==> config.mk <==
export PLATFORM = sky130hd
export DESIGN_NAME = threediff_env_responder_flat
export DESIGN_NICKNAME = d
export VERILOG_FILES = /design/src/rtl/threediff_env_if.sv /design/src/rtl/threediff_env_responder.sv /design/src/flat_wrapper.sv
export SDC_FILE = /design/constraint.sdc
export NUM_CORES = 1
export LEC_CHECK = 0
export ABC_AREA = 0
export CAP_MARGIN = 40
export CORE_MARGIN = 2
export CORE_UTILIZATION = 48
export DETAILED_ROUTE_END_ITERATION = 16
export DONT_BUFFER_PORTS = 1
export PLACE_DENSITY = 0.59
export SLEW_MARGIN = 20
export SYNTH_ARGS = -nofsm -noshare
export SYNTH_HDL_FRONTEND = slang
export SYNTH_SLANG_ARGS = --single-unit
==> constraint.sdc <==
create_clock -name clk -period 2.5 [get_ports clk]
set_input_delay 0.375 -clock clk [delete_from_list [all_inputs] [get_ports clk]]
set_output_delay 0.375 -clock clk [all_outputs]
set_load 0.1 [all_outputs]
==> src/rtl/threediff_env_if.sv <==
// Bus between the threediff controller and its environment responder.
// The slave modport is the responder's view; the master modport is the controller or harness side.
interface threediff_env_if;
  logic [31:0] cmd_y;
  logic        cond_load;
  logic [11:0] cond_data;
  logic [11:0] x;
  logic        keyinput0;
  logic        key_valid;
  logic        busy;
  logic [7:0]  op_count;
  logic        wdog_flag;

  modport slave (
    input  cmd_y, cond_load, cond_data,
    output x, keyinput0, key_valid, busy, op_count, wdog_flag
  );
  modport master (
    output cmd_y, cond_load, cond_data,
    input  x, keyinput0, key_valid, busy, op_count, wdog_flag
  );
endinterface

==> src/rtl/threediff_env_responder.sv <==
// Plant-side model for the threediff controller: actuator completion (x4), static conditions, unlock key.
// Optional idle watchdog is built when THREEDIFF_ENV_WDOG_EN is defined.
module threediff_env_responder #(
  parameter int          DONE_LAT   = 4,
  parameter int          HOLD_CYC   = 2,
  parameter logic [31:0] START_MASK = 32'h0440_0200,
  parameter logic        KEY_VAL    = 1'b1,
  parameter int          WDOG_CYC   = 1024
) (
  input  logic           clk,
  input  logic           rst,
  threediff_env_if.slave bus
);
  typedef enum logic [1:0] {IDLE = 2'd0, BUSY = 2'd1, DONE = 2'd2} state_e;

  localparam logic [7:0] LAT_M1  = 8'(DONE_LAT - 1);
  localparam logic [7:0] HOLD_M1 = 8'(HOLD_CYC - 1);

  // Reject out-of-range configurations at elaboration.
  if (DONE_LAT < 1 || DONE_LAT > 255 || HOLD_CYC < 1 || HOLD_CYC > 15 ||
      WDOG_CYC < 1 || WDOG_CYC > 65535) begin : g_bad_cfg
    $error("threediff_env_responder: parameter out of range");
  end

  state_e     state_q, state_d;
  logic [7:0] cnt_q, cnt_d;
  logic [7:0] op_q, op_d;
  logic [7:0] cond_hi_q, cond_hi_d;
  logic [2:0] cond_lo_q, cond_lo_d;
  logic       key_q;
  logic       start;

  assign start = |(bus.cmd_y & START_MASK);

  always_comb begin
    state_d   = state_q;
    cnt_d     = cnt_q;
    op_d      = op_q;
    cond_hi_d = cond_hi_q;
    cond_lo_d = cond_lo_q;
    if (bus.cond_load) begin
      cond_hi_d = bus.cond_data[11:4];
      cond_lo_d = bus.cond_data[2:0];
    end
    case (state_q)
      IDLE: if (start) begin
        state_d = BUSY;
        cnt_d   = LAT_M1;
      end
      BUSY: if (cnt_q == 8'd0) begin
        state_d = DONE;
        cnt_d   = HOLD_M1;
      end else begin
        cnt_d = cnt_q - 8'd1;
      end
      DONE: if (cnt_q == 8'd0) begin
        state_d = IDLE;
        if (op_q != 8'hFF) op_d = op_q + 8'd1;
      end else begin
        cnt_d = cnt_q - 8'd1;
      end
      default: begin
        state_d = IDLE;
        cnt_d   = 8'd0;
      end
    endcase
  end

  always_ff @(posedge clk or negedge rst) begin
    if (!rst) begin
      state_q   <= IDLE;
      cnt_q     <= 8'd0;
      op_q      <= 8'd0;
      cond_hi_q <= 8'd0;
      cond_lo_q <= 3'd0;
      key_q     <= 1'b0;
    end else begin
      state_q   <= state_d;
      cnt_q     <= cnt_d;
      op_q      <= op_d;
      cond_hi_q <= cond_hi_d;
      cond_lo_q <= cond_lo_d;
      key_q     <= 1'b1;
    end
  end

  assign bus.x         = {cond_hi_q, state_q == DONE, cond_lo_q};
  assign bus.keyinput0 = key_q & KEY_VAL;
  assign bus.key_valid = key_q;
  assign bus.busy      = (state_q == BUSY) || (state_q == DONE);
  assign bus.op_count  = op_q;

`ifdef THREEDIFF_ENV_WDOG_EN
  localparam logic [15:0] WDOG_LIM = 16'(WDOG_CYC);

  logic [15:0] wcnt_q, wcnt_d;
  logic        wdog_q, wdog_d;

  // Counter freezes once the flag is raised; only reset clears the flag.
  always_comb begin
    wcnt_d = wcnt_q;
    wdog_d = wdog_q;
    if (start) begin
      wcnt_d = 16'd0;
    end else if (state_q == IDLE && !wdog_q) begin
      if (wcnt_q == WDOG_LIM) wdog_d = 1'b1;
      else                    wcnt_d = wcnt_q + 16'd1;
    end
  end

  always_ff @(posedge clk or negedge rst) begin
    if (!rst) begin
      wcnt_q <= 16'd0;
      wdog_q <= 1'b0;
    end else begin
      wcnt_q <= wcnt_d;
      wdog_q <= wdog_d;
    end
  end

  assign bus.wdog_flag = wdog_q;
`else
  assign bus.wdog_flag = 1'b0;
`endif
endmodule

==> src/flat_wrapper.sv <==
// flat-port wrapper written by rule: the top's interface ports become plain ports
module threediff_env_responder_flat 
#(
  parameter int          DONE_LAT   = 4,
  parameter int          HOLD_CYC   = 2,
  parameter logic [31:0] START_MASK = 32'h0440_0200,
  parameter logic        KEY_VAL    = 1'b1,
  parameter int          WDOG_CYC   = 1024
)
  (clk, rst, bus_cmd_y, bus_cond_load, bus_cond_data, bus_x, bus_keyinput0, bus_key_valid, bus_busy, bus_op_count, bus_wdog_flag);
  threediff_env_if bus_i ();
  input  logic clk;
  input  logic rst;
  input wire logic [$bits(bus_i.cmd_y)-1:0] bus_cmd_y;
  input wire logic [$bits(bus_i.cond_load)-1:0] bus_cond_load;
  input wire logic [$bits(bus_i.cond_data)-1:0] bus_cond_data;
  output wire logic [$bits(bus_i.x)-1:0] bus_x;
  output wire logic [$bits(bus_i.keyinput0)-1:0] bus_keyinput0;
  output wire logic [$bits(bus_i.key_valid)-1:0] bus_key_valid;
  output wire logic [$bits(bus_i.busy)-1:0] bus_busy;
  output wire logic [$bits(bus_i.op_count)-1:0] bus_op_count;
  output wire logic [$bits(bus_i.wdog_flag)-1:0] bus_wdog_flag;
  assign bus_i.cmd_y = bus_cmd_y;
  assign bus_i.cond_load = bus_cond_load;
  assign bus_i.cond_data = bus_cond_data;
  assign bus_x = bus_i.x;
  assign bus_keyinput0 = bus_i.keyinput0;
  assign bus_key_valid = bus_i.key_valid;
  assign bus_busy = bus_i.busy;
  assign bus_op_count = bus_i.op_count;
  assign bus_wdog_flag = bus_i.wdog_flag;
  threediff_env_responder #(.DONE_LAT(DONE_LAT), .HOLD_CYC(HOLD_CYC), .START_MASK(START_MASK), .KEY_VAL(KEY_VAL), .WDOG_CYC(WDOG_CYC)) u_core (.clk(clk), .rst(rst), .bus(bus_i));
endmodule
==> summary.txt, run 1 <==
Run status
  • Result of the run: finished, final reports clean

Timing
  • Final worst setup slack: between 0.4 and 0.5 ns
  • Worst Max-Slew Pin Slew: between 0.9 and 1 ns
  • Setup repair after global routing missed its margin: false
  • Tmin final: slightly above 2 ns
  • Worst rel slew slack: between 30% and 40%
  • Setup Skew: roughly 0.011 ns
  • Final hold vios: 0
  • Max-slew violation count: 0
  • Final Cycle Share: about four fifths
  • Final setup viols: 0
  • Max Fclk: around 500 MHz
  • Post-route setup TNS: 0 ns

Route
  • Routed wire per std cell: around 15 um
  • Count of nets left with antenna violations after detail routing: 0
  • Post-route DRC: 0
  • DR pass1 iterations: 4
  • Vias per Instance: 5.35
  • Initial drt markers: between 60 and 70
  • Total via count after detailed routing: around 1,100
  • Total length of routed wires: roughly 3.2 mm

Place
  • Gp weighted congestion: 0.869
  • Worst-case setup slack after placement: a little under 0.5 ns
  • Placed wire-length estimate after detailed placement: 2.24 mm
  • Buffers on Ports: 0
  • Standard cell area after detailed placement: around 0.0017 sq mm

Power
  • Maximum VDD drop: 819 uV
  • Final total power: 2.20 mW
  • Leakage: between 0.9 and 1 nW
  • Pwr Density: around 1100 mW/mm^2

Synth
  • Synthesized netlist cell count: between 100 and 150
  • Netlist cell types: 41
  • Top cell types by occurrence after synthesis: dfrtp_1, mux2_2, xor2_1, ha_1, nand2_1
  • Sequential area share after synthesis: roughly 47%
  • Most frequently used cell type in the post-synthesis netlist: dfrtp_1
  • Yosys warnings: 0
  • Yosys top cell by area: dfrtp_1
  • Cell area after technology mapping: about 0.0016 sq mm
  • Top-area cell type share of the netlist area: 47.0%
  • Largest cells by area after synthesis: dfrtp_1, mux2_2, ha_1
  • EDFF count, synth: 0
  • Net count after synthesis: approximately 200
  • Average cell area after synthesis: between 10 and 15 sq um
  • Most used flip-flop cell after synthesis: dfrtp_1
  • Post-synthesis sequential element count: 30
  • Async S/R FF share, synth: 100%

Die
  • Area enclosed by the die boundary: 0.00380 sq mm
  • Vertical extent of the die: ~60 um
  • Die Wd: roughly 60 um
  • Floorplan core area: a little over 0.003 sq mm
  • Num rows: 20
  • Starting density of the core: between 50 and 60%
  • Ports placed on the boundary: 71

Global route
  • Via count of the first global-routing pass: 1,097
  • Total global routing track utilization: around 18%
  • Global-route wire length before repair: around 4.7 mm
  • Initial antenna violation count: 0
  • Largest net degree at the start of global routing: 31
  • Grt ovf: 0

Clock network
  • CTS tree: built
  • Buffer levels on the longest clock path: 2
  • Clock input transition at the sequential cells of the worst setup and hold paths: about 0.1 ns
  • Total clock buffers created by CTS: 5
  • Clock sinks: 30
  • Source-to-sink clock delay at the later pin of the worst-skew pair: ~0.33 ns
  • H-tree level count: 2
  • Number of buffers inserted to repair setup after CTS: 0
  • Clk Tree Root Cell: clkbuf_4

Critical path
  • FF-to-FF Start: u_core.state_q[0]
  • R2R setup slack: just under 0.5 ns
  • Type of the worst setup path: reg -> reg
  • Family with the most delay on the worst path: simple AND/OR/NAND/NOR gates
  • Data arrival, critical path: between 2 and 2.5 ns
  • Count of cells along the worst register-to-register path: 6
  • Worst R2R End: u_core.cnt_q[7]
  • Cell repeated most along the worst path: or4b_1
  • Number of buffer and inverter stages on the critical path: 1
  • Largest fanout of any net on the critical path: 8
  • Type of origin of the critical path: flop
  • Required time of the critical path: about 2.7 ns
  • CP Capture Type: flop
  • Largest incremental delay on the critical path: approximately 0.49 ns
  • Series of cell instances along the critical path: inv_1 > ha_1 > or4b_1 > o21ai_2 > or4b_1 > a22oi_1
  • Slowest cell on the critical path: or4b_1
  • Worst setup path startpoint: u_core.state_q[0]

Hold path
  • Hold depth: 1
  • Worst hold path type: in -> reg
  • Launch point of the worst hold path: bus_cond_data[2]
  • Worst min-delay path endpoint: u_core.cond_lo_q[2]

Flow run
  • Number of max-capacitance violations reported: 0

Finish
  • Synthesis-to-finish area growth: 23.4%
  • Final instance area: just under 0.002 sq mm
  • Net count reported at finish: ~220
  • Diode insertion count for antenna repair: 0
  • Layout cell share with drive strength beyond 1: 27.8%
final cells by class:
class | count | area, sq um
fillers | 255 | 1130
multi-input cells | 98 | 795
flip-flops and latches | 30 | 752
repair buffers | 27 | 235
clock inverters | 2 | 60.1
well taps | 44 | 55.1
clock buffers | 6 | 51.3
inverters | 6 | 22.5
worst max path at each step:
| stage | end | slack [ns] | cells past startpoint |
|---|---|---|---|
| final | u_core.cnt_q[7] | 0.48 | 6 |
| after floorplan | u_core.cnt_q[4] | 0.16 | 7 |
| after detailed placement | u_core.state_q[0] | 0.49 | 5 |
| after global routing | u_core.cnt_q[7] | 0.34 | 6 |
| after CTS | u_core.state_q[0] | 0.47 | 5 |
| after global placement | u_core.state_q[0] | 0.51 | 5 |
logic make-up after synthesis:
family | after synthesis | synth area share [%]
mux | 14 | 9.80
compound gates | 25 | 11.3
other cells | 2 | 0.470
buf+inv | 12 | 3.37
flops | 30 | 47.0
simple gates | 39 | 16.3
fa+ha+maj | 8 | 6.27
xor+xnor | 10 | 5.49
registers in the layout (all words and copies together) (netlist names):
name,count
u_core.bus.key_valid,1
u_core.state_q,2
u_core.cnt_q,8
u_core.cond_hi_q,8
u_core.bus.op_count,8
u_core.cond_lo_q,3
layer usage:
metal	global-route usage (%)	up-vias	wire length (um)
met2	29.5	37	1560
li1	-	561	-
met5	0	-	0
met1	20.2	537	1390
met4	8.21	0	37
met3	6.09	4	227
metrics by stage:
step	hold slack [ns]	instances	util, %
after floorplan	0.0794	140	-
final	0.196	213	63.5
after global placement	0.0801	190	55.2
after global routing	0.165	213	63.5
after CTS	0.178	200	59.8
after detailed placement	0.0800	190	55.2
repair_timing:
item                      4_1_cts  5_1_grt
hold buffers                    2        0
gates resized for setup         0        0
hold endpoints to repair       30        0
placed cells by master (no fill, tap or decap), drive strengths merged, types with 2 or more instances in the layout:
cell type | synthesis | final
dfrtp | 30 | 30
inv | 6 | 6
nor3 | 4 | 4
nor2 | 6 | 6
a21oi | 6 | 6
and4bb | 2 | 2
a211oi | 3 | 3
or4b | 2 | 2
bufinv | 0 | 2
buf | 3 | 14
conb | 2 | 2
ha | 8 | 8
o211ai | 2 | 2
nand2 | 8 | 8
clkbuf | 3 | 18
nor4 | 3 | 3
o21ai | 4 | 4
and4 | 2 | 2
o2111ai | 3 | 3
xor2 | 9 | 9
nor3b | 3 | 3
nand3 | 4 | 4
mux2 | 13 | 13
power breakdown:
part / internal (mW) / leakage [nW] / switching [mW] / total, mW
logic: 0.328 / 0.464 / 0.583 / 0.911
clock network: 0.339 / 0.0585 / 0.167 / 0.506
registers: 0.577 / 0.380 / 0.203 / 0.780
No activity file was read; power rests on OpenSTA's default activity.
==> run 2: changes to the inputs <==
==> constraint.sdc (replaced) <==
create_clock -name clk -period 1.9 [get_ports clk]
set_input_delay 0.285 -clock clk [delete_from_list [all_inputs] [get_ports clk]]
set_output_delay 0.285 -clock clk [all_outputs]
set_load 0.1 [all_outputs]
==> summary.txt, run 2 (synthesis gave the netlist of run 1 again) <==
Run status
  • Result of the run: finished, final reports clean

Critical path
  • Worst R2R End: u_core.cnt_q[4]
  • CP Capture Type: flop
  • R2R setup slack: 0.05 ns (-0.43 ns)
  • Count of cells along the worst register-to-register path: 6 (unchanged)
  • Largest fanout of any net on the critical path: 3 (-5)
  • Required time of the critical path: 2.12 ns (-0.62 ns)
  • Type of the worst setup path: reg -> reg
  • Data arrival, critical path: 2.07 ns (-0.18 ns)
  • FF-to-FF Start: u_core.cnt_q[0]
  • Type of origin of the critical path: flop

Hold path
  • Worst hold path type: in -> reg
  • Launch point of the worst hold path: bus_cond_data[1]
  • Hold depth: 1 (unchanged)
  • Worst min-delay path endpoint: u_core.cond_lo_q[1]

Route
  • Routed wire per std cell: 15.9 um (+5.5%)
  • Initial drt markers: 57 (-11%)
  • Total length of routed wires: 3.56 mm (+11%)
  • Vias per Instance: 5.54 (+3.6%)
  • DR pass1 iterations: 4 (unchanged)
  • Count of nets left with antenna violations after detail routing: 0 (unchanged)
  • Total via count after detailed routing: 1,241 (+9.0%)
  • Post-route DRC: 0 (unchanged)

Timing
  • Max-slew violation count: 0 (unchanged)
  • Tmin final: 1.85 ns (-0.169 ns)
  • Final setup viols: 0 (unchanged)
  • Setup Skew: 0.00919 ns (-0.00187 ns)
  • Final Cycle Share: 97.2% (+17 points)
  • Max Fclk: 541 MHz (+9.2%)
  • Final Hold Slack: 0.0856 ns (-0.110 ns)
  • Worst rel slew slack: 64.0% (+25 points)
  • Final hold vios: 0 (unchanged)
  • Worst Max-Slew Pin Slew: 0.544 ns (-0.375 ns)

Die
  • Vertical extent of the die: 61.7 um (unchanged)
  • Die Wd: 61.7 um (unchanged)
  • Floorplan core area: 0.00310 sq mm (unchanged)
  • Area enclosed by the die boundary: 0.00380 sq mm (unchanged)
  • Starting density of the core: 51.5% (unchanged)
  • Ports placed on the boundary: 71 (unchanged)
  • Num rows: 20 (unchanged)

Place
  • Gp weighted congestion: 0.897 (+3.3%)
  • Placed wire-length estimate after detailed placement: 2.65 mm (+18%)
  • Buffers on Ports: 0 (unchanged)

Clock network
  • Source-to-sink clock delay at the later pin of the worst-skew pair: 0.34 ns (about the same)
  • Clk Tree Root Cell: clkbuf_4
  • Buffer levels on the longest clock path: 2 (unchanged)
  • Clock sinks: 30 (unchanged)
  • Total clock buffers created by CTS: 5 (unchanged)
  • H-tree level count: 2 (unchanged)
  • Clock input transition at the sequential cells of the worst setup and hold paths: 0.10 ns (about the same)
  • CTS tree: built

Finish
  • Net count reported at finish: 234 (+4.9%)
  • Diode insertion count for antenna repair: 0 (unchanged)
  • Commonest cells after routing, fill and taps aside: buf_4, dfrtp_1, mux2_2
  • Filler cell count: 259 (+1.6%)
  • Most frequent standard cell in the layout excluding fill and tap cells: buf_4
  • Layout cell share with drive strength beyond 1: 47.8% (+20 points)
  • Synthesis-to-finish area growth: 32.4%

Global route
  • Initial antenna violation count: 0 (unchanged)
  • Via count of the first global-routing pass: 1,252 (+14%)
  • Global-route wire length before repair: 5.52 mm (+16%)
  • Total global routing track utilization: 20.4% (+2.8 points)
  • Largest net degree at the start of global routing: 31 (unchanged)
  • Grt ovf: 0 (unchanged)

Power
  • Leakage: 0.954 nW (+5.7%)
  • Final total power: 3.00 mW (+37%)
  • Pwr Density: 1420 mW/mm^2 (+28%)
  • Maximum VDD drop: 910 uV (+11%)

Flow run
  • Number of max-capacitance violations reported: 0 (unchanged)
-- run 2: cell count changes in the layout (fill, tap and decap cells not counted), moves of 2 or more --
cell / previous run / this run
nor3b_2: 0 / 2
clkbuf_1: 10 / 1
buf_4: 12 / 34
inv_1: 6 / 3
inv_2: 0 / 3
dfrtp_1: 29 / 21
nor3b_1: 3 / 1
dfrtp_2: 1 / 3
clkinv_2: 0 / 2
dfrtp_4: 0 / 6
-- run 2: what timing repair did --
item                                    in CTS  in global routing
pin swaps                                    0                  1
gates resized for setup                      1                  8
setup buffers                                0                  2
hold buffers                                 2                  0
hold endpoints to repair                    30                  0
cloned                                       0                  0
endpoints found under the setup margin       6                  8
-- run 2: layout make-up --
| class | instances | area, sq um | share of cell area (%) |
|---|---|---|---|
| Tap cell | 44 | 55.1 | 2.61 |
| Clock inverter | 3 | 40.0 | 1.89 |
| Timing Repair Buffer | 38 | 314 | 14.9 |
| Inverter | 6 | 22.5 | 1.07 |
| Sequential cell | 30 | 777 | 36.8 |
| Multi-Input combinational cell | 98 | 867 | 41.0 |
| Clock buffer | 5 | 37.5 | 1.78 |
-- run 2: worst max path at each step --
| stage | start | end | slack, ns | cells after the start |
|---|---|---|---|---|
| floorplan | u_core.state_q[0] | u_core.cnt_q[4] | -0.09 | 7 |
| global placement | u_core.cnt_q[0] | u_core.cnt_q[7] | 0.03 | 6 |
| detailed placement | u_core.cnt_q[0] | u_core.cnt_q[7] | -0.06 | 6 |
| CTS | u_core.cnt_q[0] | u_core.cnt_q[7] | 0.03 | 6 |
| global route | u_core.cnt_q[0] | u_core.cnt_q[4] | -0.01 | 6 |
| finish | u_core.cnt_q[0] | u_core.cnt_q[4] | 0.05 | 6 |
-- run 2: per-layer routing --
layer	global-route usage [%]	vias to the layer above	wire (um)
li1	-	585	-
met1	23.2	592	1420
met2	35.3	57	1770
met3	6.30	7	314
met4	8.51	0	55
met5	0	-	0
-- run 2: metrics by stage --
| step | setup TNS [ns] | area (sq um) | util [%] | cells | setup slack (ns) |
|---|---|---|---|---|---|
| 6_report | 0 | 2110 | 68.1 | 224 | 0.0524 |
| 5_1_grt | -0.0133 | 2110 | 68.1 | 224 | -0.0133 |
| 4_1_cts | 0 | 2030 | 65.6 | 220 | 0.0350 |
| 3_5_place_dp | -0.148 | 1930 | 62.1 | 210 | -0.0570 |
| 3_3_place_gp | 0 | 1930 | 62.1 | 210 | 0.0286 |
| 2_1_floorplan | -0.232 | 1670 | - | 140 | -0.0938 |
-- run 2: critical path: stages (launching register included) --
cell       delay (ns)
dfrtp_1          0.44
inv_2            0.08
ha_2             0.19
or4bb_4          0.57
o2111ai_4        0.24
xor2_1           0.16
a21oi_1          0.05
-- run 2: power by group --
group | switching [mW] | leakage (nW) | internal, mW
combinational | 1.01 | 0.544 | 0.582
clock | 0.233 | 0.0450 | 0.272
sequential | 0.140 | 0.365 | 0.772
total | 1.38 | 0.954 | 1.63
==> run 3: changes to the inputs <==
--- a/config.mk
+++ b/config.mk
@@ -12,6 +12,7 @@
 export DETAILED_ROUTE_END_ITERATION = 16
 export DONT_BUFFER_PORTS = 1
 export PLACE_DENSITY = 0.59
+export SETUP_SLACK_MARGIN = 0.05
 export SLEW_MARGIN = 20
 export SYNTH_ARGS = -nofsm -noshare
 export SYNTH_HDL_FRONTEND = slang
==> summary.txt, run 3 (synthesis gave the netlist of run 1 again) <==
Hold path
  • Worst min-delay path endpoint: u_core.cond_lo_q[1]
  • Hold depth: 1 (unchanged)
  • Worst hold path type: in -> reg
  • Launch point of the worst hold path: bus_cond_data[1]

Timing
  • Final hold vios: 0 (unchanged)
  • Setup repair after global routing missed its margin: false
  • Setup Skew: 0.00747 ns (-0.00172 ns)
  • Max-slew violation count: 0 (unchanged)
  • Final setup viols: 0 (unchanged)
  • Tmin final: 1.78 ns (-0.0655 ns)
  • Max Fclk: 561 MHz (+3.7%)
  • Worst rel slew slack: 64.0% (about the same)
  • Final Cycle Share: 93.8% (-3.4 points)
  • Worst Max-Slew Pin Slew: 0.544 ns (+0.000320 ns)
  • Post-route setup TNS: 0 ns (unchanged)
  • Final Hold Slack: 0.107 ns (+0.0213 ns)

Power
  • Pwr Density: 1420 mW/mm^2 (-0.12%)
  • Maximum VDD drop: 1230 uV (+35%)
  • Leakage: 0.941 nW (-1.3%)
  • Final total power: 2.96 mW (-1.5%)

Route
  • Total length of routed wires: 3.35 mm (-5.8%)
  • Post-route DRC: 0 (unchanged)
  • Count of nets left with antenna violations after detail routing: 0 (unchanged)
  • Initial drt markers: 43 (-25%)
  • Routed wire per std cell: 15.1 um (-5.0%)
  • DR pass1 iterations: 4 (unchanged)
  • Total via count after detailed routing: 1,222 (-1.5%)
  • Vias per Instance: 5.50 (-0.64%)

Finish
  • Diode insertion count for antenna repair: 0 (unchanged)
  • Number of standard cells in the layout, taps in and fillers out: 222 (-0.89%)
  • Final instance area: 0.00208 sq mm (-1.4%)
  • Filler cell count: 247 (-4.6%)
  • Layout cell share with drive strength beyond 1: 47.2% (-0.59 points)
  • Area of the multi-input gates: 866 sq um (-0.14%)
  • Most frequent standard cell in the layout excluding fill and tap cells: buf_4
  • Net count reported at finish: 232 (-0.85%)
  • Sequential standard cell area: 777 sq um (unchanged)
  • Commonest cells after routing, fill and taps aside: buf_4, dfrtp_1, mux2_2
  • Synthesis-to-finish area growth: 30.5%

Clock network
  • Source-to-sink clock delay at the later pin of the worst-skew pair: 0.33 ns (about the same)
  • Clk Tree Root Cell: clkbuf_4
  • CTS tree: built
  • Clock input transition at the sequential cells of the worst setup and hold paths: 0.10 ns (about the same)
  • Clock sinks: 30 (unchanged)
  • H-tree level count: 2 (unchanged)
  • Buffer levels on the longest clock path: 2 (unchanged)
  • Total clock buffers created by CTS: 5 (unchanged)

Flow run
  • Number of max-capacitance violations reported: 0 (unchanged)

Critical path
  • Largest fanout of any net on the critical path: 3 (unchanged)
  • Data arrival, critical path: 2.00 ns (-0.07 ns)
  • CP Capture Type: flop
  • R2R setup slack: 0.12 ns (+0.07 ns)
  • Count of cells along the worst register-to-register path: 6 (unchanged)
  • Largest incremental delay on the critical path: 0.56 ns (about the same)
  • Type of the worst setup path: reg -> reg
  • Series of cell instances along the critical path: inv_1 > ha_4 > or4bb_4 > o2111ai_2 > xor2_1 > a21oi_1
  • Required time of the critical path: 2.11 ns (about the same)
  • Slowest cell on the critical path: or4bb_4
  • FF-to-FF Start: u_core.cnt_q[0]
  • Type of origin of the critical path: flop
  • Worst R2R End: u_core.cnt_q[4]

Place
  • Placed wire-length estimate after detailed placement: 2.47 mm (-6.7%)
  • Buffers on Ports: 0 (unchanged)
  • Placed instance count: 211 (+0.48%)
  • Gp weighted congestion: 0.862 (-3.9%)
  • Standard cell area after detailed placement: 0.00193 sq mm (+0.39%)

Die
  • Die Wd: 61.7 um (unchanged)
  • Num rows: 20 (unchanged)
  • Vertical extent of the die: 61.7 um (unchanged)
  • Area enclosed by the die boundary: 0.00380 sq mm (unchanged)
  • Floorplan core area: 0.00310 sq mm (unchanged)
  • Starting density of the core: 51.5% (unchanged)
  • Ports placed on the boundary: 71 (unchanged)

Global route
  • Via count of the first global-routing pass: 1,196 (-4.5%)
  • Total global routing track utilization: 19.9% (-0.54 points)
  • Grt ovf: 0 (unchanged)
  • Global-route wire length before repair: 5.31 mm (-3.8%)
  • Initial antenna violation count: 0 (unchanged)
  • Largest net degree at the start of global routing: 31 (unchanged)

Run status
  • Result of the run: finished, final reports clean
## run 3: cell types whose count changed in the layout (fill, tap and decap cells not counted)
| cell | previous run | this run |
|---|---|---|
| inv_2 | 3 | 2 |
| o2111ai_2 | 0 | 1 |
| ha_4 | 1 | 2 |
| a21boi_1 | 1 | 0 |
| ha_2 | 1 | 0 |
| a21boi_0 | 0 | 1 |
| o2111ai_4 | 1 | 0 |
| clkbuf_16 | 1 | 0 |
| inv_1 | 3 | 4 |
| clkbuf_1 | 1 | 0 |
## run 3: metal layers
layer	track usage [%]	part of all wire, %
met1	23.7	41
met2	32.3	50
met3	4.62	7.5
met4	12.2	1.9
met5	0	0
## run 3: worst max-delay path by stage
stage	slack (ns)	start	cells past startpoint	endpoint
2_1_floorplan	-0.08	u_core.state_q[0]	7	u_core.cnt_q[4]
3_3_place_gp	0.08	u_core.state_q[0]	5	u_core.state_q[0]
3_5_place_dp	0.07	u_core.state_q[0]	5	u_core.state_q[0]
4_1_cts	0.05	u_core.state_q[0]	5	u_core.state_q[0]
5_1_grt	0.04	u_core.state_q[0]	8	u_core.cnt_q[3]
6_report	0.12	u_core.cnt_q[0]	6	u_core.cnt_q[4]
## run 3: critical path, delay by kind of cell (launching register included)
| kind | cells | cell delay (ns) |
|---|---|---|
| AO/OA/AOI/OAI | 2 | 0.27 |
| XOR/XNOR | 1 | 0.15 |
| adder cells (fa/ha/maj) | 1 | 0.15 |
| buffers and inverters | 1 | 0.12 |
| flip-flops | 1 | 0.41 |
| AND/OR/NAND/NOR | 1 | 0.56 |
## run 3: repair_timing
item	CTS	global route
setup buffers	0	1
endpoints found under the hold margin	30	0
gates resized for setup	0	7
hold buffers	2	0
endpoints found under the setup margin	0	7
## run 3: cell type report
cell class / instances / area share, %
Sequential cell: 30 / 37.3
Clock inverter: 3 / 1.92
Multi-Input combinational cell: 98 / 41.6
Clock buffer: 5 / 1.80
Timing Repair Buffer: 36 / 13.7
Tap cell: 44 / 2.64
Inverter: 6 / 1.08
## run 3: report_power, final
part / leakage, nW / internal (mW) / total (mW) / switching (mW)
registers: 0.365 / 0.772 / 0.901 / 0.129
clock network: 0.0450 / 0.272 / 0.498 / 0.226
logic: 0.531 / 0.571 / 1.56 / 0.988
total: 0.941 / 1.62 / 2.96 / 1.34
## run 3: metrics by stage
stage | worst slack [ns] | utilization [%]
floorplan | -0.0845 | -
global placement | 0.0751 | 62.3
detailed placement | 0.0720 | 62.3
CTS | 0.0524 | 65.8
global route | 0.0362 | 67.1
finish | 0.118 | 67.1
